[config.mk]
export PLATFORM = sky130hd
export DESIGN_NAME = digseg_scan_ctrl
export DESIGN_NICKNAME = d
export VERILOG_FILES = /design/src/rtl/digseg_scan_ctrl_pkg.sv /design/src/rtl/digseg_scan_ctrl_hex_decode.sv /design/src/rtl/digseg_scan_ctrl.sv
export SDC_FILE = /design/constraint.sdc
export NUM_CORES = 1
export LEC_CHECK = 0
export ABC_CLOCK_PERIOD_IN_PS = 4000
export CAP_MARGIN = 0
export CELL_PAD_IN_SITES_DETAIL_PLACEMENT = 0
export CELL_PAD_IN_SITES_GLOBAL_PLACEMENT = 1
export CORE_MARGIN = 2
export CORE_UTILIZATION = 41
export DETAILED_ROUTE_END_ITERATION = 10
export PLACE_DENSITY_LB_ADDON = 0.08
export SYNTH_ARGS = -nofsm -noshare
export SYNTH_HDL_FRONTEND = slang
export SYNTH_SLANG_ARGS = --single-unit
[constraint.sdc]
create_clock -name clk -period 4 [get_ports clk]
set_input_delay 0.6 -clock clk [delete_from_list [all_inputs] [get_ports clk]]
set_output_delay 0.6 -clock clk [all_outputs]
set_load 0.01 [all_outputs]
[src/rtl/digseg_scan_ctrl_pkg.sv]
// Shared widths, scan state encoding, control field positions and hex segment patterns
// for the multiplexed 7-segment scan controller.
package digseg_scan_ctrl_pkg;

  localparam int unsigned SEG_W      = 7;
  localparam int unsigned HEX_W      = 4;
  localparam int unsigned MAX_DIGITS = 8;
  localparam int unsigned BUS_W      = 32;

  localparam logic [3:0] CTRL_ADDR = 4'hF;

  localparam int unsigned CTRL_EN_BIT    = 0;
  localparam int unsigned CTRL_BLANK_LSB = 8;
  localparam int unsigned CTRL_BLINK_LSB = 16;

  typedef enum logic [1:0] {
    ST_IDLE  = 2'd0,
    ST_BLANK = 2'd1,
    ST_ON    = 2'd2
  } scan_state_e;

  // Segment order is {a,b,c,d,e,f,g}, active-high.
  localparam logic [SEG_W-1:0] HEX_SEG [16] = '{
    7'b1111110, 7'b0110000, 7'b1101101, 7'b1111001,
    7'b0110011, 7'b1011011, 7'b1011111, 7'b1110000,
    7'b1111111, 7'b1111011, 7'b1110111, 7'b0011111,
    7'b1001110, 7'b0111101, 7'b1001111, 7'b1000111
  };

endpackage

[src/rtl/digseg_scan_ctrl_hex_decode.sv]
// Combinational 4-bit hex value to 7-segment pattern decoder.
module digseg_hex_decode
  import digseg_scan_ctrl_pkg::*;
(
  input  logic [HEX_W-1:0] hex_i,
  output logic [SEG_W-1:0] seg_o
);

  assign seg_o = HEX_SEG[hex_i];

endmodule

[src/rtl/digseg_scan_ctrl.sv]
// Bus-slave scan controller for a multiplexed 7-segment display with inter-digit blanking.
// Optional blink support is compiled in when DIGSEG_BLINK_EN is defined.
module digseg_scan_ctrl
  import digseg_scan_ctrl_pkg::*;
#(
  parameter int unsigned NUM_DIGITS = 4,
  parameter int unsigned SCAN_DIV   = 50000,
  parameter int unsigned BLANK_CYCS = 16,
  parameter int unsigned BLINK_DIV  = 64
) (
  input  logic                  clk,
  input  logic                  rst,
  input  logic                  ce_i,
  input  logic                  we_i,
  input  logic [3:0]            addr_i,
  input  logic [BUS_W-1:0]      data_i,
  output logic [BUS_W-1:0]      data_o,
  output logic                  ack_o,
  output logic [SEG_W-1:0]      seg_o,
  output logic [NUM_DIGITS-1:0] dig_sel_o
);

  localparam int unsigned CNT_MAX = (SCAN_DIV > BLANK_CYCS) ? SCAN_DIV : BLANK_CYCS;
  localparam int unsigned CNT_W   = $clog2(CNT_MAX + 1);
  localparam int unsigned IDX_W   = $clog2(NUM_DIGITS);

  localparam logic [CNT_W-1:0] SCAN_LOAD  = CNT_W'(SCAN_DIV);
  localparam logic [CNT_W-1:0] BLANK_LOAD = CNT_W'(BLANK_CYCS);
  localparam logic [CNT_W-1:0] CNT_LAST   = CNT_W'(1);
  localparam logic [IDX_W-1:0] LAST_IDX   = IDX_W'(NUM_DIGITS - 1);

  logic [HEX_W-1:0]      digit_q [NUM_DIGITS];
  logic [HEX_W-1:0]      digit_d [NUM_DIGITS];
  logic                  en_q, en_d;
  logic [MAX_DIGITS-1:0] blankMask_q, blankMask_d;
  logic                  ack_q, ack_d;
  logic [BUS_W-1:0]      rdata_q, rdata_d;

  scan_state_e           state_q, state_d;
  logic [CNT_W-1:0]      cnt_q, cnt_d;
  logic [IDX_W-1:0]      idx_q, idx_d;
  logic [SEG_W-1:0]      seg_q, seg_d;
  logic [NUM_DIGITS-1:0] sel_q, sel_d;

  logic                  xfer, busWrite, digitHit, ctrlHit;
  logic [IDX_W-1:0]      busIdx;
  logic [MAX_DIGITS-1:0] ctrlBlink;
  logic [BUS_W-1:0]      ctrlWord;
  logic [NUM_DIGITS-1:0] blankLive;
  logic [SEG_W-1:0]      litSeg;
  logic                  blinkDark, darken, frameWrap;

  assign xfer     = ce_i & ~ack_q;
  assign busWrite = xfer & we_i;
  assign digitHit = (addr_i < 4'(NUM_DIGITS));
  assign ctrlHit  = (addr_i == CTRL_ADDR);
  assign busIdx   = addr_i[IDX_W-1:0];
  assign ctrlWord = {8'h00, ctrlBlink, blankMask_q, 7'h00, en_q};

  always_comb begin
    digit_d     = digit_q;
    en_d        = en_q;
    blankMask_d = blankMask_q;
    ack_d       = 1'b0;
    rdata_d     = '0;
    if (xfer) begin
      ack_d = 1'b1;
      if (we_i) begin
        if (digitHit) begin
          digit_d[busIdx] = data_i[HEX_W-1:0];
        end else if (ctrlHit) begin
          en_d        = data_i[CTRL_EN_BIT];
          blankMask_d = data_i[CTRL_BLANK_LSB +: MAX_DIGITS];
        end
      end else begin
        if (digitHit) begin
          rdata_d = BUS_W'(digit_q[busIdx]);
        end else if (ctrlHit) begin
          rdata_d = ctrlWord;
        end
      end
    end
  end

`ifdef DIGSEG_BLINK_EN
  localparam int unsigned        FRAME_W    = $clog2(BLINK_DIV + 1);
  localparam logic [FRAME_W-1:0] FRAME_LAST = FRAME_W'(BLINK_DIV - 1);

  logic [MAX_DIGITS-1:0] blinkMask_q, blinkMask_d;
  logic [NUM_DIGITS-1:0] blinkLive;
  logic [FRAME_W-1:0]    frame_q, frame_d;
  logic                  phase_q, phase_d;
  logic                  unusedData;

  // Phase flips after every BLINK_DIV completed scan frames and restarts dark-free on disable.
  always_comb begin
    blinkMask_d = blinkMask_q;
    frame_d     = frame_q;
    phase_d     = phase_q;
    if (busWrite && ctrlHit) begin
      blinkMask_d = data_i[CTRL_BLINK_LSB +: MAX_DIGITS];
    end
    if (!en_q) begin
      frame_d = '0;
      phase_d = 1'b0;
    end else if (frameWrap) begin
      if (frame_q == FRAME_LAST) begin
        frame_d = '0;
        phase_d = ~phase_q;
      end else begin
        frame_d = frame_q + FRAME_W'(1);
      end
    end
  end

  always_ff @(posedge clk) begin
    if (rst) begin
      blinkMask_q <= '0;
      frame_q     <= '0;
      phase_q     <= 1'b0;
    end else begin
      blinkMask_q <= blinkMask_d;
      frame_q     <= frame_d;
      phase_q     <= phase_d;
    end
  end

  assign blinkLive  = blinkMask_q[NUM_DIGITS-1:0];
  assign blinkDark  = phase_q & blinkLive[idx_q];
  assign ctrlBlink  = blinkMask_q;
  assign unusedData = ^{data_i[31:24], data_i[7:4]};
`else
  logic unusedData;

  assign blinkDark  = 1'b0;
  assign ctrlBlink  = '0;
  assign unusedData = ^{data_i[31:16], data_i[7:4], 32'(BLINK_DIV)};
`endif

  digseg_hex_decode u_decode (
    .hex_i (digit_q[idx_q]),
    .seg_o (litSeg)
  );

  assign blankLive = blankMask_q[NUM_DIGITS-1:0];
  assign darken    = blankLive[idx_q] | blinkDark;
  assign frameWrap = (state_q == ST_ON) && (cnt_q == CNT_LAST) && (idx_q == LAST_IDX);

  // The segment pattern is captured when a slot opens, so mid-slot writes wait for the next visit.
  always_comb begin
    state_d = state_q;
    cnt_d   = cnt_q;
    idx_d   = idx_q;
    seg_d   = seg_q;
    sel_d   = sel_q;
    if (!en_q) begin
      state_d = ST_IDLE;
      cnt_d   = '0;
      idx_d   = '0;
      seg_d   = '0;
      sel_d   = '0;
    end else begin
      unique case (state_q)
        ST_IDLE: begin
          state_d = ST_BLANK;
          cnt_d   = BLANK_LOAD;
        end
        ST_BLANK: begin
          if (cnt_q == CNT_LAST) begin
            state_d = ST_ON;
            cnt_d   = SCAN_LOAD;
            sel_d   = NUM_DIGITS'(1) << idx_q;
            seg_d   = darken ? '0 : litSeg;
          end else begin
            cnt_d = cnt_q - CNT_W'(1);
          end
        end
        ST_ON: begin
          if (cnt_q == CNT_LAST) begin
            state_d = ST_BLANK;
            cnt_d   = BLANK_LOAD;
            seg_d   = '0;
            sel_d   = '0;
            idx_d   = (idx_q == LAST_IDX) ? '0 : idx_q + IDX_W'(1);
          end else begin
            cnt_d = cnt_q - CNT_W'(1);
          end
        end
        default: begin
          state_d = ST_IDLE;
          seg_d   = '0;
          sel_d   = '0;
        end
      endcase
    end
  end

  always_ff @(posedge clk) begin
    if (rst) begin
      for (int i = 0; i < NUM_DIGITS; i++) begin
        digit_q[i] <= '0;
      end
      en_q        <= 1'b0;
      blankMask_q <= '0;
      ack_q       <= 1'b0;
      rdata_q     <= '0;
      state_q     <= ST_IDLE;
      cnt_q       <= '0;
      idx_q       <= '0;
      seg_q       <= '0;
      sel_q       <= '0;
    end else begin
      digit_q     <= digit_d;
      en_q        <= en_d;
      blankMask_q <= blankMask_d;
      ack_q       <= ack_d;
      rdata_q     <= rdata_d;
      state_q     <= state_d;
      cnt_q       <= cnt_d;
      idx_q       <= idx_d;
      seg_q       <= seg_d;
      sel_q       <= sel_d;
    end
  end

  assign data_o    = rdata_q;
  assign ack_o     = ack_q;
  assign seg_o     = seg_q;
  assign dig_sel_o = sel_q;

endmodule

---- After elaboration in Yosys (flattened, before gate mapping) ----
Memory sizes are Yosys's and may differ from the RTL's.
Cells that the tools add are included.
storage, ports and cells
  flip-flop bits (word level) ............. 69
  bits in read-only memories .............. 112
  bits of input ports ..................... 40
  output and inout port bits .............. 44
  word-level logic and storage cells ...... 82
  memories ................................ 1
cells by class
  $add $sub $neg .......................... 2
  order comparisons ....................... 6
  equality and inequality tests ........... 7
  shift-type cells ........................ 1
  multiplexer cells ....................... 30
  bitwise logic cells ..................... 10
  reductions and logical operators ........ 11
memories
  name              words  width  rd ports  clocked after Yosys merged registers in  wr ports  RTL line                          source
  (name not given)  16     7      1         0                                        0         digseg_scan_ctrl_hex_decode.sv:9  assign seg_o = HEX_SEG[hex_i];
operator list
  kind                                                      count
  case mux 16 bit (3 select lines)                          1
  2-to-1 mux 7 bit                                          5
  2-to-1 mux 16 bit                                         2
  2-to-1 mux 4 bit                                          8
  case mux 7 bit (3 select lines)                           1
  binary-select mux 4 bit (select 2 bit)                    2
  bitwise mux 16 bit                                        1
  == test 16 x 1 -> 1 bit, second input constant            1
  subtractor 16 x 1 -> 16 bit, second input constant        1
  case mux 4 bit (3 select lines)                           1
  demux 4 bit (select 2 bit)                                1
  greater-or-equal comparator 3 bit, second input constant  2
  2-to-1 mux 2 bit                                          3
  NOT 1 bit                                                 6
  NOT 2 -> 3 bit                                            2
  case mux 2 bit (3 select lines)                           1
  AND reduction 3 bit                                       2
  greater-or-equal comparator 5 bit, second input constant  1
  NOT 4 -> 5 bit                                            1
  OR reduction 5 bit                                        1
  == test 2 bit, second input constant                      2
  == test 4 bit, second input constant                      1
  < comparator 4 x 3 -> 1 bit, second input constant        1
  AND reduction 2 bit                                       2
  other kinds (16)                                          18

---- Depth between registers and ports, before layout ----
  word-level depth ........................ 11
  gate-level depth with buffers ........... 9
  mapped depth without buffers ............ 7

---- Modules after synthesis ----
A second synthesis with hierarchy kept.
second synthesis, totals
  cells, all modules ...................... 409
  area total of the unflattened synthesis .. 3774.9 um^2
by module, submodules not included
  module             instances  cells an instance  area each (um^2)  seq. area each (um^2)
  digseg_scan_ctrl   1          376                3485.8            1381.3
  digseg_hex_decode  1          33                 289.0             0.0

---- Least setup slack after synthesis ----
No wires, ideal clock.
  path type ............................... register to register
  from .................................... register idx_q[1]
  to ...................................... register seg_q[6] (netlist: seg_o[6])
  library setup time ...................... 0.122 ns
  arrival time ............................ 1.992 ns
  required time ........................... 3.878 ns
  slack ................................... 1.886 ns
  stages on the path, launching flop included .. 9
  buffers on the path ..................... 1
  clock period less this slack ............ 2.114 ns
  cell sequence ........................... dfxtp_1 -> buf_4 -> mux4_2 -> inv_1 -> ha_1 -> mux2i_1 -> a211oi_1 -> a2bb2oi_1 -> o21ai_0
between the ends
  word-level cells in the longest chain between the ends .. 11
  elaborated cells on any way between the ends .. 13
  classes of those cells .................. mux: 10; bitwise: 2; memory: 1
ends and longest elaborated chain
  element                                              RTL line                          source
  from (decl)                                          digseg_scan_ctrl.sv:41            logic [IDX_W-1:0] idx_q, idx_d;
  from (signal assigned)                               digseg_scan_ctrl.sv:220           idx_q <= idx_d;
  NOT 2 -> 3 bit (implied by the code)                 digseg_scan_ctrl.sv:141           .hex_i (digit_q[idx_q]),
  binary-select mux 4 bit (select 2 bit)               digseg_scan_ctrl.sv:141
  2-to-1 mux 4 bit (implied by the code) (2 in a row)  digseg_scan_ctrl.sv:141
  NOT 4 -> 5 bit (implied by the code)                 digseg_scan_ctrl_hex_decode.sv:9
  memory (16 x 7 bit)                                  -
  2-to-1 mux 7 bit (implied by the code) (2 in a row)  digseg_scan_ctrl_hex_decode.sv:9
  2-to-1 mux 7 bit *                                   digseg_scan_ctrl.sv:173           seg_d = darken ? '0 : litSeg;
  2-to-1 mux 7 bit *                                   digseg_scan_ctrl.sv:169           if (cnt_q == CNT_LAST) begin
  case mux 7 bit (3 select lines) *                    digseg_scan_ctrl.sv:163           unique case (state_q)
  to (signal assigned)                                 digseg_scan_ctrl.sv:221           seg_q <= seg_d;
  to (decl)                                            digseg_scan_ctrl.sv:42            logic [SEG_W-1:0] seg_q, seg_d;
Mark *: on every way between the ends. The rest lies on a longest branch, timed or not. The select of a mux whose other input is x is not followed.
A chain may end at the register's enable or synchronous reset.

---- Final worst setup path ----
Ends and elaborated chain as after synthesis.

==> impl_metrics.ini <==
[clock_network]
clkTransAtPathRegs_ns = 0.08
postCtsResizedCells = 0
cts_buffers = 9
cts_root_buf = clkbuf_8
cts_sinks = 69
htree_levels = 3
holdBufCountCts = 0
cts_setup_buffers = 0
cts_buffer_depth = 2
worstSkewPairLatency_ns = 0.34
cts_tree = yes

[global_routing]
grt_remaining_overflow = 0
grt_max_degree = 30
grt_first_pass_wirelength_um = 12500
antenna_found_initial = 0
grt_pass1_vias = 2564
grtUsageTotal = 0.162

[setup_path]
path_cells = mux4_2 > inv_1 > ha_1 > mux2i_1 > a211oi_1 > a2bb2oi_1 > o21ai_0
startpoint = idx_q[1]
worst_r2r_path_depth = 7
worstPathRequired_ns = 4.23
path_class = register to register
crit_fanout = 12
r2r_end = seg_o[6]
worstSetupStartpointType = register
cp_slowest_stage_delay_ns = 0.73
reg2reg_from = idx_q[1]
worstSetupEndpointType = register
slowest_stage = dfxtp_1
arrival_ns = 2.86
r2r_slack_ns = 1.37

[placed_design]
portBuffers = 43
place_hpwl_um = 5270
gp_congestion = 0.773
pre_cts_slack_ns = 1.30

[timing]
rsz0062_at_grt = no
slew_viol_final = 0
clock_skew_ns = 0.0122
slew_headroom = 0.554
worst_pin_slew_ns = 0.667
max_freq_mhz = 380
fin_crit_ns = 2.63
worst_hold_slack_ns = 0.452
setup-violations-final = 0
setup_ws_ns = 1.37
finalCritPeriodShare = 0.659
tns_ns = 0
finalHoldViolations = 0

[layout]
antenna_cells = 0
final_util = 0.502
drive_gt1_frac = 0.0986
area_delta_synth_final_pct = 17.5
nets = 468
fill_cells = 805

[routing]
wl_per_cell_um = 14.1
drt-total-wl_um = 7330
num_vias = 2633
drtIter0Drc = 130
drtAntennaViolNets = 0
drtPass1Iterations = 4
vias_per_cell = 5.05
drc = 0

[hold_path]
hold_end = seg_o[3]
hold_path.class = register to register
hold_start = seg_o[3]
hold-path-cell-count = 2

[synth]
syn_avg_cell_area_sq_um = 9.63
synth.mux.area_fraction = 0.151
ys_ff_latch = 69
synth_xor_area_frac = 0.0247
synth_seq_area_share = 0.390
synth-simple-area-share = 0.196
synth_edf_count = 0
synth_compound_area_frac = 0.107
synthFlopType = dfxtp_1
synthAdderAreaFrac = 0.0600
yosys_warnings = 0
synthArstFlopShare = 0
yosysUniqueCellTypes = 53
synth_cells = 368
syn-cell-area_sq_mm = 0.00354
synth_top_family_by_area = simple AND/OR/NAND/NOR gates

[power_and_ir_drop]
ir_drop_mv = 0.138
p_leak_nw = 1.70
power.density_mw_per_mm2 = 302

[floorplanning]
row_count = 33
ios = 84
fp.dieH_um = 97.0
die_w_um = 97.0
core_sq_mm = 0.00830
initial_core_util = 0.427
dieArea_sq_mm = 0.00940

[outcome]
run_status = completed

[run]
maxCapViolCount = 0
cell type report:
type,count,area [sq um],share of cell area
clock inverter,6,38.8,0.00931
clock buffer,10,138,0.0330
tap,105,131,0.0315
timing repair buffer,46,453,0.109
multi-input combinational,274,1980,0.476
sequential,69,1380,0.332
inverter,11,41.3,0.00991
routing by layer:
metal  track usage  part of all wire  vias to the layer above
li1              -                 -                     1355
met1         0.230              0.53                     1205
met2         0.237              0.41                       64
met3        0.0368             0.047                        9
met4        0.0650             0.016                        0
met5             0                 0                        -
cell usage after synthesis (all sizes together) (4+ instances only):
master / n / share of area
mux4: 9 / 0.057
nor4: 9 / 0.029
dfxtp: 69 / 0.39
ha: 17 / 0.060
nor3: 9 / 0.013
nand2: 24 / 0.025
mux2i: 31 / 0.088
o21ai: 14 / 0.020
and2: 9 / 0.016
nor2: 50 / 0.053
a21oi: 11 / 0.016
buf: 24 / 0.049
xnor2: 9 / 0.022
a22o: 4 / 0.0099
inv: 11 / 0.012
nand3: 5 / 0.0071
o31ai: 4 / 0.0085
clkbuf: 9 / 0.0099
nand3b: 4 / 0.0095
sequential cells by signal (all words and copies together) (netlist names):
register and count:
idx_q 2, blankMask_q 8, digit_q 16, data_o 12, dig_sel_o 4, state_q 2, ack_o 1, en_q 1
cnt_q 16, seg_o 7
kinds of logic after synthesis:
group	count (synthesis)
muxes	42
and+or+nand+nor	131
buffers and inverters	44
xor gates and xnor gates	10
adders and majority gates	17
DFF	69
other	1
AOI/OAI and AO/OA	54
cell usage in the layout (no fill, tap or decap), drive strengths merged, types with 2 or more instances in the layout:
cell type,instances
nand3,5
nor2,50
nand3b,4
o21ai,14
clkbuf,10
and3,3
a2bb2oi,3
o31ai,4
nor3b,3
and2,9
conb,20
buf,3
a31o,2
a21oi,11
clkinv,4
mux2,2
a211oi,3
nor4,9
ha,17
dfxtp,69
nor3,9
clkinvlp,2
xnor2,9
clkdlybuf4s50,43
a31oi,3
inv,11
a2111oi,3
mux4,9
nand4,3
nand2,24
mux2i,31
nor2b,3
nand2b,3
or3,3
a22o,4
critical path, delay by kind of cell (launching register included):
kind / cells / cell delay (ns)
fa+ha+maj: 1 / 0.31
flops: 1 / 0.73
buf+inv: 1 / 0.15
mux: 2 / 0.78
compound gates: 3 / 0.54
through the flow:
step                      cells  power [W]  area (sq um)
after floorplan             387   0.000749          3610
after global placement      505   0.000763          3990
after detailed placement    505   0.000763          3990
after CTS                   521    0.00128          4170
after global routing        521    0.00131          4170
final                       521    0.00126          4170
worst max path at each step:
stage,endpoint,slack [ns],depth (start not counted)
2_1_floorplan,seg_o[6],1.89,8
6_report,seg_o[6],1.37,7
5_1_grt,seg_o[6],1.13,7
4_1_cts,seg_o[6],1.32,7
3_5_place_dp,digit_q[12],1.30,6
3_3_place_gp,digit_q[15],1.30,6
where the power goes:
group          switching (W)  internal (W)
logic              0.0000299     0.0000267
clock network       0.000273      0.000239
registers         0.00000166      0.000689
total               0.000304      0.000955
No activity file was read; power rests on OpenSTA's default activity.
